$ cat config.mk
export PLATFORM = sky130hd
export DESIGN_NAME = layer_priority_arbiter
export DESIGN_NICKNAME = d
export VERILOG_FILES = /design/src/rtl/billiard_pkg.sv /design/src/rtl/layer_priority_encoder.sv /design/src/rtl/layer_priority_arbiter.sv
export SDC_FILE = /design/constraint.sdc
export NUM_CORES = 1
export LEC_CHECK = 0
export BUFFER_PORTS_ARGS = -buffer_cell sky130_fd_sc_hd__buf_2
export CELL_PAD_IN_SITES_DETAIL_PLACEMENT = 1
export CELL_PAD_IN_SITES_GLOBAL_PLACEMENT = 2
export CORE_MARGIN = 2
export CORE_UTILIZATION = 36
export CTS_BUF_LIST = sky130_fd_sc_hd__clkbuf_4 sky130_fd_sc_hd__clkbuf_8
export DETAILED_ROUTE_END_ITERATION = 12
export MAX_ROUTING_LAYER = met4
export PLACE_DENSITY = 0.85
export SLEW_MARGIN = 20
export SYNTH_ARGS = -nofsm -noshare
export SYNTH_HDL_FRONTEND = slang
export SYNTH_SLANG_ARGS = --single-unit
$ cat constraint.sdc
create_clock -name clk -period 8.09 [get_ports clk]
set_clock_uncertainty 0.05 [all_clocks]
set_input_delay 1.2135 -clock clk [delete_from_list [all_inputs] [get_ports clk]]
set_output_delay 1.2135 -clock clk [all_outputs]
set_load 0.005 [all_outputs]
$ cat src/rtl/billiard_pkg.sv
// billiard_pkg: shared layer config types, config FSM states and default colours
package billiard_pkg;
  localparam int MAX_LAYERS = 8;
  typedef logic [$clog2(MAX_LAYERS)-1:0] layer_idx_t;
  typedef logic [$clog2(MAX_LAYERS)-1:0] rank_t;
  typedef struct packed {
    rank_t rank;
    logic  enable;
  } layer_cfg_t;
  typedef enum logic [1:0] {CFG_IDLE, CFG_PENDING, CFG_COMMIT} cfg_state_t;
  localparam logic [7:0] TRANSPARENT_DEF = 8'hFF;
  localparam logic [7:0] BG_COLOR_DEF = 8'h00;
endpackage

$ cat src/rtl/layer_priority_encoder.sv
// layer_priority_encoder: candidate mask, overlap flag and lowest-rank winner search
module layer_priority_encoder
  import billiard_pkg::*;
#(
  parameter int NUM_LAYERS = 4,
  parameter int RGB_W = 8,
  parameter logic [RGB_W-1:0] TRANSPARENT = TRANSPARENT_DEF,
  localparam int LW = $clog2(NUM_LAYERS)
) (
  input  logic [NUM_LAYERS-1:0]       req,
  input  logic [NUM_LAYERS*RGB_W-1:0] rgb,
  input  layer_cfg_t                  cfg [NUM_LAYERS],
  output logic [NUM_LAYERS-1:0]       cand,
  output logic                        multi,
  output logic                        win_valid,
  output logic [LW-1:0]               win_idx,
  output logic [RGB_W-1:0]            win_rgb
);
  rank_t best;
  assign multi = (cand & (cand - 1'b1)) != '0;
  always_comb begin
    cand = '0;
    win_valid = 1'b0;
    win_idx = '0;
    win_rgb = '0;
    best = '0;
    for (int i = 0; i < NUM_LAYERS; i++) begin
      cand[i] = req[i] && cfg[i].enable && rgb[i*RGB_W +: RGB_W] != TRANSPARENT;
      if (cand[i] && (!win_valid || cfg[i].rank < best)) begin
        win_valid = 1'b1;
        best = cfg[i].rank;
        win_idx = LW'(i);
        win_rgb = rgb[i*RGB_W +: RGB_W];
      end
    end
  end
endmodule

$ cat src/rtl/layer_priority_arbiter.sv
// layer_priority_arbiter: frame-synchronous priority mux of drawing layers onto one RGB output
module layer_priority_arbiter
  import billiard_pkg::*;
#(
  parameter int NUM_LAYERS = 4,
  parameter int RGB_W = 8,
  parameter logic [RGB_W-1:0] TRANSPARENT = TRANSPARENT_DEF,
  parameter logic [RGB_W-1:0] BG_COLOR = BG_COLOR_DEF,
  localparam int LW = $clog2(NUM_LAYERS)
) (
  input  logic                        clk,
  input  logic                        resetN,
  input  logic                        startOfFrame,
  input  logic [NUM_LAYERS-1:0]       drawingRequest,
  input  logic [NUM_LAYERS*RGB_W-1:0] RGBIn,
  input  logic                        cfgValid,
  output logic                        cfgReady,
  input  logic [LW-1:0]               cfgLayer,
  input  logic [LW-1:0]               cfgRank,
  input  logic                        cfgEnable,
  output logic                        cfgPending,
  output logic [RGB_W-1:0]            RGBOut,
  output logic                        winValid,
  output logic [LW-1:0]               winLayer,
  output logic [NUM_LAYERS-1:0]       overlapMask
);
  cfg_state_t state, nxt;
  layer_cfg_t shadow [NUM_LAYERS];
  layer_cfg_t active [NUM_LAYERS];
  layer_cfg_t eff [NUM_LAYERS];
  logic [NUM_LAYERS-1:0] cand, acc, contrib;
  logic multi, win_valid, accept;
  logic [LW-1:0] win_idx;
  logic [RGB_W-1:0] win_rgb;
  assign accept = cfgValid && cfgReady;
  assign contrib = multi ? cand : '0;
  always_ff @(posedge clk)
    state <= !resetN ? CFG_IDLE : nxt;
  always_comb
    nxt = state == CFG_IDLE ? (accept ? CFG_PENDING : CFG_IDLE) :
          state == CFG_PENDING ? (startOfFrame ? CFG_COMMIT : CFG_PENDING) : CFG_IDLE;
  always_comb begin
    cfgReady = state != CFG_COMMIT;
    cfgPending = state != CFG_IDLE;
  end
  // the commit cycle is the frame's second pixel, which must already see the new table
  always_comb
    for (int i = 0; i < NUM_LAYERS; i++) eff[i] = state == CFG_COMMIT ? shadow[i] : active[i];
  layer_priority_encoder #(
    .NUM_LAYERS(NUM_LAYERS),
    .RGB_W(RGB_W),
    .TRANSPARENT(TRANSPARENT)
  ) u_enc (
    .req(drawingRequest),
    .rgb(RGBIn),
    .cfg(eff),
    .cand(cand),
    .multi(multi),
    .win_valid(win_valid),
    .win_idx(win_idx),
    .win_rgb(win_rgb)
  );
  always_ff @(posedge clk) begin
    if (!resetN) begin
      for (int i = 0; i < NUM_LAYERS; i++) begin
        shadow[i] <= '{rank: rank_t'(i), enable: 1'b1};
        active[i] <= '{rank: rank_t'(i), enable: 1'b1};
      end
      acc <= '0;
      overlapMask <= '0;
      RGBOut <= BG_COLOR;
      winValid <= 1'b0;
      winLayer <= '0;
    end else begin
      if (accept) shadow[cfgLayer] <= '{rank: rank_t'(cfgRank), enable: cfgEnable};
      if (state == CFG_COMMIT)
        for (int i = 0; i < NUM_LAYERS; i++) active[i] <= shadow[i];
      acc <= startOfFrame ? contrib : acc | contrib;
      if (startOfFrame) overlapMask <= acc;
      RGBOut <= win_valid ? win_rgb : BG_COLOR;
      winValid <= win_valid;
      winLayer <= win_idx;
    end
  end
endmodule

**After elaboration in Yosys (flattened, before gate mapping)**

Memories as Yosys holds them, arrays and structs flattened.
Index checks and enable logic that the tools add are counted.

- Register bits: 21
- Latch bits: 0
- RAM bits: 28
- ROM bits: 0
- Input port bits: 45
- Output and inout port bits: 17
- Logic and storage cells: 86
- Memories: 2

- Add/sub/neg operators: 1
- $mul: 0
- Divide/modulo/power cells: 0
- Order comparisons: 3
- Eq/ne operators: 7
- Shifts and indexed selects: 0
- Multiplexer cells: 38
- Bitwise logic cells: 6
- Reductions and logical operators: 23

Memory list:

| memory | words | width | rd ports | clocked after memory_dff | write ports | line | text |
|---|---|---|---|---|---|---|---|
| active | 4 | 4 | 4 | 0 | 4 | layer_priority_arbiter.sv:29 | `layer_cfg_t active [NUM_LAYERS];` |
| shadow | 4 | 3 | 4 | 0 | 4 | layer_priority_arbiter.sv:28 | `layer_cfg_t shadow [NUM_LAYERS];` |

Operators by type and width:

| operator | number |
|---|---|
| 4-bit 2-to-1 mux | 10 |
| 8-bit 2-to-1 mux | 4 |
| 8-bit != test, second input constant | 4 |
| 1-bit 2-to-1 mux | 14 |
| 1-bit logical AND | 12 |
| 2-bit 2-to-1 mux | 6 |
| 3-bit 2-to-1 mux | 4 |
| 3-bit less-than comparator | 3 |
| 4-bit AND | 1 |
| 1-bit bitwise OR | 4 |
| 4-bit bitwise OR | 1 |
| 4-bit nonzero test | 1 |
| 4-bit by 1-bit subtractor with 4-bit output, second input constant | 1 |
| 1-bit logical NOT | 3 |
| 1-bit logical OR | 3 |
| 3-bit OR reduction | 1 |
| 2-bit by 1-bit equality test with 1-bit output, second input constant | 1 |
| 2-bit equality test, second input constant | 1 |
| 2-bit logical NOT | 1 |
| 2-bit != test, second input constant | 1 |
| 2-bit AND reduction | 1 |
| 2-bit nonzero test | 1 |

**Longest topological paths before layout**

Gate-level depths: netlist of run 1.

- Depth after elaboration: 18
- Gate-level depth with buffers: 27
- Mapped depth without buffers: 23

**Modules after synthesis**

Synthesis of run 1 repeated with hierarchy kept, for this count alone.

- Cell total of the unflattened synthesis: 250
- Area, all modules: 2,628.8 µm²

Modules (own cells, without submodules):

| module | times used | cells an instance | area each (µm²) | seq. area each (µm²) |
|---|---|---|---|---|
| layer_priority_arbiter | 1 | 141 | 1,816.7 | 1,141.1 |
| layer_priority_encoder | 1 | 109 | 812.0 | 0.0 |

**Worst setup path after synthesis of run 1**

OpenSTA, ideal clock, no wires.

- Path type: in2reg
- From: input RGBIn[7]
- To: register RGBOut[0]
- Library setup time: 0.072 ns
- Data arrival time: 5.492 ns
- Required time: 7.968 ns
- Path slack: 2.476 ns
- Cell stages on the path: 23
- Path buffers: 3
- Path through: nand4_1 > o21ai_0 > nor2_1 > nand2_1 > ha_1 > o311a_1 > o211a_2 > nor2_1 > nor2_1 > a21oi_1 > ha_1 > or2_2 > a21oi_1 > clkbuf_1 > or3_1 > buf_4 > nand2_1 > o21a_1 > ha_1 > a2111o_1 > o32ai_2 > buf_6 > mux2i_1

- Cells in the longest elaborated chain, start to end: 16
- Elaborated cells between the ends (all ways): 26
- Those cells by class: order compare: 3; eq/ne: 1; mux: 11; reduce/logical: 11

RTL lines:

| what | line | text |
|---|---|---|
| from (decl) | layer_priority_arbiter.sv:15 | `input logic [NUM_LAYERS*RGB_W-1:0] RGBIn,` |
| 8-bit != test (*) | layer_priority_encoder.sv:28 | `cand[i] = req[i] && cfg[i].enable && rgb[i*RGB_W +: RGB_W] != TRANSPARENT;` |
| 1-bit logical AND (*) | layer_priority_encoder.sv:28 |  |
| 3-bit 2-to-1 mux or 1-bit 2-to-1 mux (tied branches) | layer_priority_encoder.sv:29 | `if (cand[i] && (!win_valid \|\| cfg[i].rank < best)) begin` |
| 3-bit less-than comparator or 1-bit logical NOT (tied branches) | layer_priority_encoder.sv:29 |  |
| 1-bit logical OR | layer_priority_encoder.sv:29 |  |
| 1-bit logical AND | layer_priority_encoder.sv:29 |  |
| 3-bit 2-to-1 mux or 1-bit 2-to-1 mux (tied branches) | layer_priority_encoder.sv:29 |  |
| 3-bit less-than comparator or 1-bit logical NOT (tied branches) | layer_priority_encoder.sv:29 |  |
| 1-bit logical OR | layer_priority_encoder.sv:29 |  |
| 1-bit logical AND | layer_priority_encoder.sv:29 |  |
| 3-bit 2-to-1 mux or 1-bit 2-to-1 mux (tied branches) | layer_priority_encoder.sv:29 |  |
| 3-bit less-than comparator or 1-bit logical NOT (tied branches) | layer_priority_encoder.sv:29 |  |
| 1-bit logical OR | layer_priority_encoder.sv:29 |  |
| 1-bit logical AND | layer_priority_encoder.sv:29 |  |
| 1-bit 2-to-1 mux | layer_priority_encoder.sv:29 |  |
| 2-bit AND reduction (no source line) | - |  |
| to (signal assigned) | layer_priority_arbiter.sv:80 | `RGBOut <= win_valid ? win_rgb : BG_COLOR;` |
| to (decl) | layer_priority_arbiter.sv:22 | `output logic [RGB_W-1:0] RGBOut,` |

Every way passes the cells marked *; elsewhere a longest branch is shown, timed or not.
A chain may end at the register's enable or synchronous reset.

**Worst setup path after layout of run 1**

- From: input RGBIn[6]
- To: register RGBOut[4]

The elaborated chain is that of the path after synthesis.

==> summary.md, run 1 <==
| Metric | Value |
|---|---|
| Tmin final | `6.75 ns` |
| Comb power frac | `18.6%` |
| Detail Route Antenna Nets | `0` |
| CP max FO | `12` |
| CTS Buf Count | `5` |
| Worst vdd ir | `0.0776 mV` |
| Power Dens Cells | `166 mW/mm2` |
| Seq pwr share | `52.6%` |
| Slew Viols, Final | `0` |
| Global route total overflow | `0` |
| WS Path Type | `in2reg` |
| Reg clk slew, reported paths | `0.08 ns` |
| Overall die height | `87.7 um` |
| GPL Wtd Cong | `0.770` |
| Mapped Area | `0.00252 mm2` |
| Final nets | `373` |
| Syn nets | `315` |
| Startpoint Class | `input pin` |
| CTS Hold Buffers Added | `0` |
| Yosys warns | `0` |
| Final WS setup | `1.34 ns` |
| Post-synth EDFFs | `24` |
| Global-route total usage across every layer | `17.8%` |
| Die width | `87.7 um` |
| Crit path DAT | `6.93 ns` |
| DR DRC count | `0` |
| DRT Wirelength | `6410 um` |
| Clock Power Share | `28.8%` |
| Largest net degree at the start of global routing | `26` |
| Yosys reg bits | `45` |
| Seq/Total Area, Yosys | `45.3%` |
| Initial antenna violation count | `0` |
| Leak pwr | `1.23 nW` |
| Internal Pwr Total | `0.354 mW` |
| Sw Ratio | `28.4%` |
| Crit path required time | `8.27 ns` |
| Syn-to-layout area delta | `18.2%` |
| Overall power | `0.494 mW` |
| Share of post-route cells with drive strength above 1 | `29.8%` |
| Share of flip-flops with an asynchronous set or reset | `0%` |
| IO Pins | `62` |
| Row cnt | `30` |
| Worst Setup End Kind | `flip-flop` |
| Final period utilization | `83.4%` |
| First-pass GRT wire length | `10100 um` |
| I/O Buffers | `61` |
| CTS max path bufs | `2` |
| NetSw | `0.140 mW` |
| Detailed-route via count | `2144` |
| Clock Latency Late Sink | `0.31 ns` |
| Hold WC Path Type | `reg2reg` |
| Max Cap Viol | `0` |
| Headroom to the max-slew limit | `33.1%` |
| Die area | `0.00769 mm2` |
| Dominant register cell in the synthesized netlist | `edfxtp_1` |
| Final Hold Vio Count | `0` |
| CTS tree | `done` |
| Resize count post-CTS | `0` |
| Syn Area/Cell | `9.44 um2` |
| Initial DRC count | `76` |
| RSZ-0062 raised after global routing | `no` |
| Unique masters post-synth | `50` |
| Slew at the pin with the worst max-slew slack | `1.00 ns` |
| Core region area | `0.00679 mm2` |
| HPWL after DPL | `5060 um` |
| Vias in the first global route | `2099` |
| DR WL/cell | `15.2 um` |
| Status | `finished, final reports clean` |
| Initial core utilization | `37.1%` |
| Cells after Synth | `267` |
| H-tree depth | `2` |
| Routed vias/inst | `5.08` |
| Clk root buf | `clkbuf_8` |
| Max Fclk | `148 MHz` |
| Finish-stage setup viols | `0` |
| Pre-CTS WS | `1.03 ns` |
| Clk sinks | `45` |
| Detailed-router iteration count before antenna repair | `4` |
| Setup_tns | `0 ns` |
| # diodes | `0` |
| # Post-CTS Setup Buffers | `0` |
[final timing paths]
path	from	end	slack (ns)	cells past startpoint
worst max-delay path	RGBIn[6]	RGBOut[4]	1.34	21
worst min-delay path	overlapMask[2]	overlapMask[2]	0.47	2
worst max register to register	state[1]	RGBOut[4]	1.60	21
worst min register to register	overlapMask[2]	overlapMask[2]	0.47	2
[synth_stat cells (all sizes together) (2+ instances only)]
cell type,count,area [um2]
o21ai,11,55.1
nand3,13,65.1
a31oi,4,25.0
inv,12,47.6
and3,6,37.5
mux2,3,37.5
nor2,13,51.3
a211oi,2,20.0
o211ai,10,85.1
and4b,2,20.0
nor2b,9,58.8
nor3,2,10.0
o31ai,8,60.1
dfxtp,21,420
nand4,9,56.3
nand2,43,161
clkbuf,6,22.5
buf,5,40.0
ha,3,37.5
or3,2,12.5
edfxtp,24,721
or2,17,106
nand2b,2,12.5
mux2i,14,140
o21a,5,37.5
a21oi,7,35.0
[area by class of cell]
class                      instances  area (um2)
clock buffer                       5        68.8
multi-input combinational        199        1270
clock inverter                     3        20.0
timing repair buffer              62         313
sequential                        45        1140
tap                               96         120
fill                             833        3810
inverter                          12        47.5
[placed cells by master (no fill, tap or decap), types with 3 or more instances in the layout]
cell type / count
a21oi_1: 7
a31oi_1: 4
and3_1: 6
buf_2: 61
clkbuf_8: 5
dfxtp_1: 21
edfxtp_1: 24
ha_1: 3
inv_1: 11
mux2i_1: 14
nand2_1: 43
nand3_1: 13
nand4_1: 9
nor2_1: 12
nor2b_1: 8
o211ai_1: 8
o21a_1: 5
o21ai_0: 11
o31ai_1: 8
or2_2: 15
[worst max-delay path: stages]
cell and delay, ns:
buf_2 0.11, nand4_1 0.11, o21ai_0 0.12, nor2_1 0.41, nand2_1 0.14, ha_1 0.30
o311a_1 0.13, o211a_2 0.30, nor2_1 0.38, nor2_1 0.07, a21oi_1 0.22, ha_1 0.27
or2_2 0.27, a21oi_1 0.61, or3_1 0.45, nand2_1 0.10, o21a_1 0.11, ha_1 0.19
a2111o_1 0.30, o32ai_2 0.82, mux2i_1 0.28
[flip-flops by register name (all words and copies together) (netlist names)]
name and flops:
active 12, winLayer 2, acc 4, RGBOut 8, overlapMask 4, shadow 12
winValid 1, state 2
[layer usage]
metal | vias up | global-route usage [%] | wire, um
met2 | 60 | 29.4 | 3060
met1 | 991 | 21.7 | 2910
li1 | 1087 | - | -
met3 | 6 | 4.62 | 360
met5 | - | - | 0
met4 | 0 | 4.34 | 70
[power by group through the flow]
stage / Clock [mW] / Combinational [mW] / Sequential (mW)
after floorplan: 0 / 0.0572 / 0.265
after global placement: 0 / 0.0908 / 0.265
after detailed placement: 0 / 0.0926 / 0.266
after CTS: 0.148 / 0.0931 / 0.260
after global routing: 0.155 / 0.103 / 0.261
final: 0.142 / 0.0919 / 0.260
[kinds of logic (layout without fill, tap and decap cells)]
logic type	Yosys count	after routing	share of synthesized area [%]
simple gates	126	126	26.7
compound gates	53	53	15.2
flops	45	45	45.3
buf+inv	23	82	4.37
mux	17	17	7.05
fa+ha+maj	3	3	1.49
[metrics by stage]
step                utilization, %  cells  hold WS (ns)  cell area (um2)
CTS                           43.9    422         0.475             2980
global placement              42.6    414         0.444             2890
global route                  43.9    422         0.498             2980
finish                        43.9    422         0.469             2980
detailed placement            42.6    414         0.452             2890
floorplan                        -    267         0.419             2520
No activity file was read; power rests on OpenSTA's default activity.
==> run 2, diff against run 1 <==
--- a/config.mk
+++ b/config.mk
@@ -9,11 +9,11 @@
 export CELL_PAD_IN_SITES_DETAIL_PLACEMENT = 1
 export CELL_PAD_IN_SITES_GLOBAL_PLACEMENT = 2
 export CORE_MARGIN = 2
-export CORE_UTILIZATION = 36
+export CORE_UTILIZATION = 30
 export CTS_BUF_LIST = sky130_fd_sc_hd__clkbuf_4 sky130_fd_sc_hd__clkbuf_8
 export DETAILED_ROUTE_END_ITERATION = 12
 export MAX_ROUTING_LAYER = met4
-export PLACE_DENSITY = 0.85
+export PLACE_DENSITY = 0.75
 export SLEW_MARGIN = 20
 export SYNTH_ARGS = -nofsm -noshare
 export SYNTH_HDL_FRONTEND = slang
==> constraint.sdc (replaced) <==
create_clock -name clk -period 6 [get_ports clk]
set_clock_uncertainty 0.05 [all_clocks]
set_input_delay 0.9 -clock clk [delete_from_list [all_inputs] [get_ports clk]]
set_output_delay 0.9 -clock clk [all_outputs]
set_load 0.005 [all_outputs]
==> run 2 against run 1 <==
Core utilization decreased by 6.1 points. Routed wire length increased by 6.0%. Critical path depth increased by 4. Total power increased by 53%. Clock power increased by 94%. Flip-flop and latch count unchanged. Global-route usage decreased by 1.2 points. Count of clock-buffer cells in the layout unchanged. Die area increased by 19%. Non-clock buffer count increased by 6. Critical path type is now reg2reg. Highest routed layer unchanged.
==> summary.md, run 2 (synthesis results as in run 1) <==
| Metric | Value |
|---|---|
| Max stage delay on crit path | `0.48 ns (was 0.82 ns)` |
| Global route total overflow | `0 (unchanged)` |
| Initial core utilization | `30.8% (was 37.1%)` |
| Slew Viols, Final | `0 (unchanged)` |
| Final WS setup | `0.733 ns (was 1.34 ns)` |
| Share of post-route cells with drive strength above 1 | `31.3% (was 29.8%)` |
| WS Path Type | `reg2reg (was in2reg)` |
| DR WL/cell | `15.5 um (was 15.2 um)` |
| Sw Ratio | `25.1% (was 28.4%)` |
| Worst vdd ir | `0.125 mV (was 0.0776 mV)` |
| Clock Latency Late Sink | `0.30 ns (was 0.31 ns)` |
| CTS max path bufs | `2 (unchanged)` |
| Final Hold Vio Count | `0 (unchanged)` |
| Overall die height | `95.7 um (was 87.7 um)` |
| Row cnt | `33 (was 30)` |
| Tmin final | `5.27 ns` |
| # diodes | `0 (unchanged)` |
| Crit path DAT | `5.45 ns (was 6.93 ns)` |
| Die area | `0.00915 mm2 (was 0.00769 mm2)` |
| Top Registers | `active (12), shadow (12), RGBOut (8) (unchanged)` |
| Core region area | `0.00818 mm2 (was 0.00679 mm2)` |
| Comb power frac | `16.9% (was 18.6%)` |
| Commonest non-fill, non-tap cell in the layout | `buf_2 (unchanged)` |
| Area occupied by registers | `0.00114 mm2 (unchanged)` |
| Area of the multi-input gates | `0.00127 mm2 (unchanged)` |
| First-pass GRT wire length | `11500 um (was 10100 um)` |
| Hold Path Origin | `overlapMask[2] (unchanged)` |
| Hold Slack | `0.471 ns (was 0.469 ns)` |
| Resize count post-CTS | `0 (unchanged)` |
| CP max FO | `16 (was 12)` |
| Internal Pwr Total | `0.566 mW (was 0.354 mW)` |
| Detailed-router iteration count before antenna repair | `4 (unchanged)` |
| Initial antenna violation count | `0 (unchanged)` |
| Clk sinks | `45 (unchanged)` |
| Clk root buf | `clkbuf_8 (unchanged)` |
| Clock Power Share | `36.6% (was 28.8%)` |
| Seq pwr share | `46.5% (was 52.6%)` |
| Launch point of the worst reg-to-reg path | `state[1] (unchanged)` |
| Final nets | `379 (was 373)` |
| Hold WC Path Type | `reg2reg (unchanged)` |
| NetSw | `0.189 mW (was 0.140 mW)` |
| HPWL after DPL | `5320 um (was 5060 um)` |
| Max Fclk | `190 MHz` |
| IO Pins | `62 (unchanged)` |
| Startpoint Class | `flip-flop (was input pin)` |
| Largest net degree at the start of global routing | `26 (unchanged)` |
| Status | `finished, final reports clean (unchanged)` |
| Vias in the first global route | `2275 (was 2099)` |
| Finish-stage setup viols | `0 (unchanged)` |
| Fillers | `1014 (was 833)` |
| RSZ-0062 raised after global routing | `no (unchanged)` |
| Worst Setup End Kind | `flip-flop (unchanged)` |
| Slew at the pin with the worst max-slew slack | `0.714 ns (was 1.00 ns)` |
| # Post-CTS Setup Buffers | `0 (unchanged)` |
| CTS Buf Count | `5 (unchanged)` |
| H-tree depth | `2 (unchanged)` |
| Initial DRC count | `32 (was 76)` |
| Final period utilization | `87.8%` |
| Detail Route Antenna Nets | `0 (unchanged)` |
| Detailed-route via count | `2159 (was 2144)` |
| Headroom to the max-slew limit | `52.1% (was 33.1%)` |
| Leak pwr | `1.29 nW (was 1.23 nW)` |
| Crit path required time | `6.19 ns (was 8.27 ns)` |
| Routed vias/inst | `4.94 (was 5.08)` |
| DR DRC count | `0 (unchanged)` |
| Power Dens Cells | `245 mW/mm2 (was 166 mW/mm2)` |
| Overall power | `0.755 mW (was 0.494 mW)` |
| Setup_tns | `0 ns (unchanged)` |
| Die width | `95.7 um (was 87.7 um)` |
| Reg clk slew, reported paths | `0.09 ns (was 0.08 ns)` |
| Syn-to-layout area delta | `22.4% (was 18.2%)` |
| CTS Hold Buffers Added | `0 (unchanged)` |
| I/O Buffers | `61 (unchanged)` |
| Most frequent cells in the layout | `buf_2 (61), nand2_1 (43), edfxtp_1 (24) (unchanged)` |
| CTS tree | `done (unchanged)` |
| CP max-delay cell | `dfxtp_1 (was o32ai_2)` |
| Max Cap Viol | `0 (unchanged)` |
| Global-route total usage across every layer | `16.6% (was 17.8%)` |
| Beginning of the critical path | `state[1] (was RGBIn[6])` |
| Pre-CTS WS | `0.437 ns (was 1.03 ns)` |
| GPL Wtd Cong | `0.810 (was 0.770)` |
| DRT Wirelength | `6790 um (was 6410 um)` |
run 2: final timing paths:
check,end,slack [ns],depth (start not counted)
setup / recovery,RGBOut[5],0.73,25
hold / removal,overlapMask[2],0.47,2
setup reg to reg,RGBOut[5],0.73,25
hold reg to reg,overlapMask[2],0.47,2
run 2: per-layer routing:
metal / GRT usage (%) / share of wire (%)
met1: 21.1 / 45
met4: 3.57 / 0.62
met3: 2.85 / 6.3
met2: 27.7 / 48
met5: - / 0
run 2: per-stage QoR:
stage	instance area, um2	instances	utilization, %
5_1_grt	3090	437	37.7
6_report	3090	437	37.7
2_1_floorplan	2520	267	-
4_1_cts	3090	437	37.7
3_3_place_gp	2950	429	36.1
3_5_place_dp	2950	429	36.1
run 2: worst max-delay path: cells and delay by family (launching register included):
kind            cells  cell delay, ns
simple gates        9            1.61
compound gates      7            1.31
buf+inv             4            0.74
fa+ha+maj           3            0.67
flops               1            0.48
mux                 2            0.35
run 2: power by group through the flow:
stage | logic, mW | registers, mW | clock network [mW]
finish | 0.127 | 0.351 | 0.276
global route | 0.146 | 0.354 | 0.295
CTS | 0.130 | 0.352 | 0.282
detailed placement | 0.129 | 0.359 | 0
global placement | 0.128 | 0.358 | 0
floorplan | 0.0771 | 0.357 | 0
run 2: final cells by class:
cell class / instances / share of cell area (%)
Tap cell: 105 / 4.26
Multi-Input combinational cell: 199 / 41.2
Inverter: 12 / 1.54
Sequential cell: 45 / 37.0
Timing Repair Buffer: 68 / 11.6
Clock buffer: 5 / 2.23
Clock inverter: 3 / 2.23
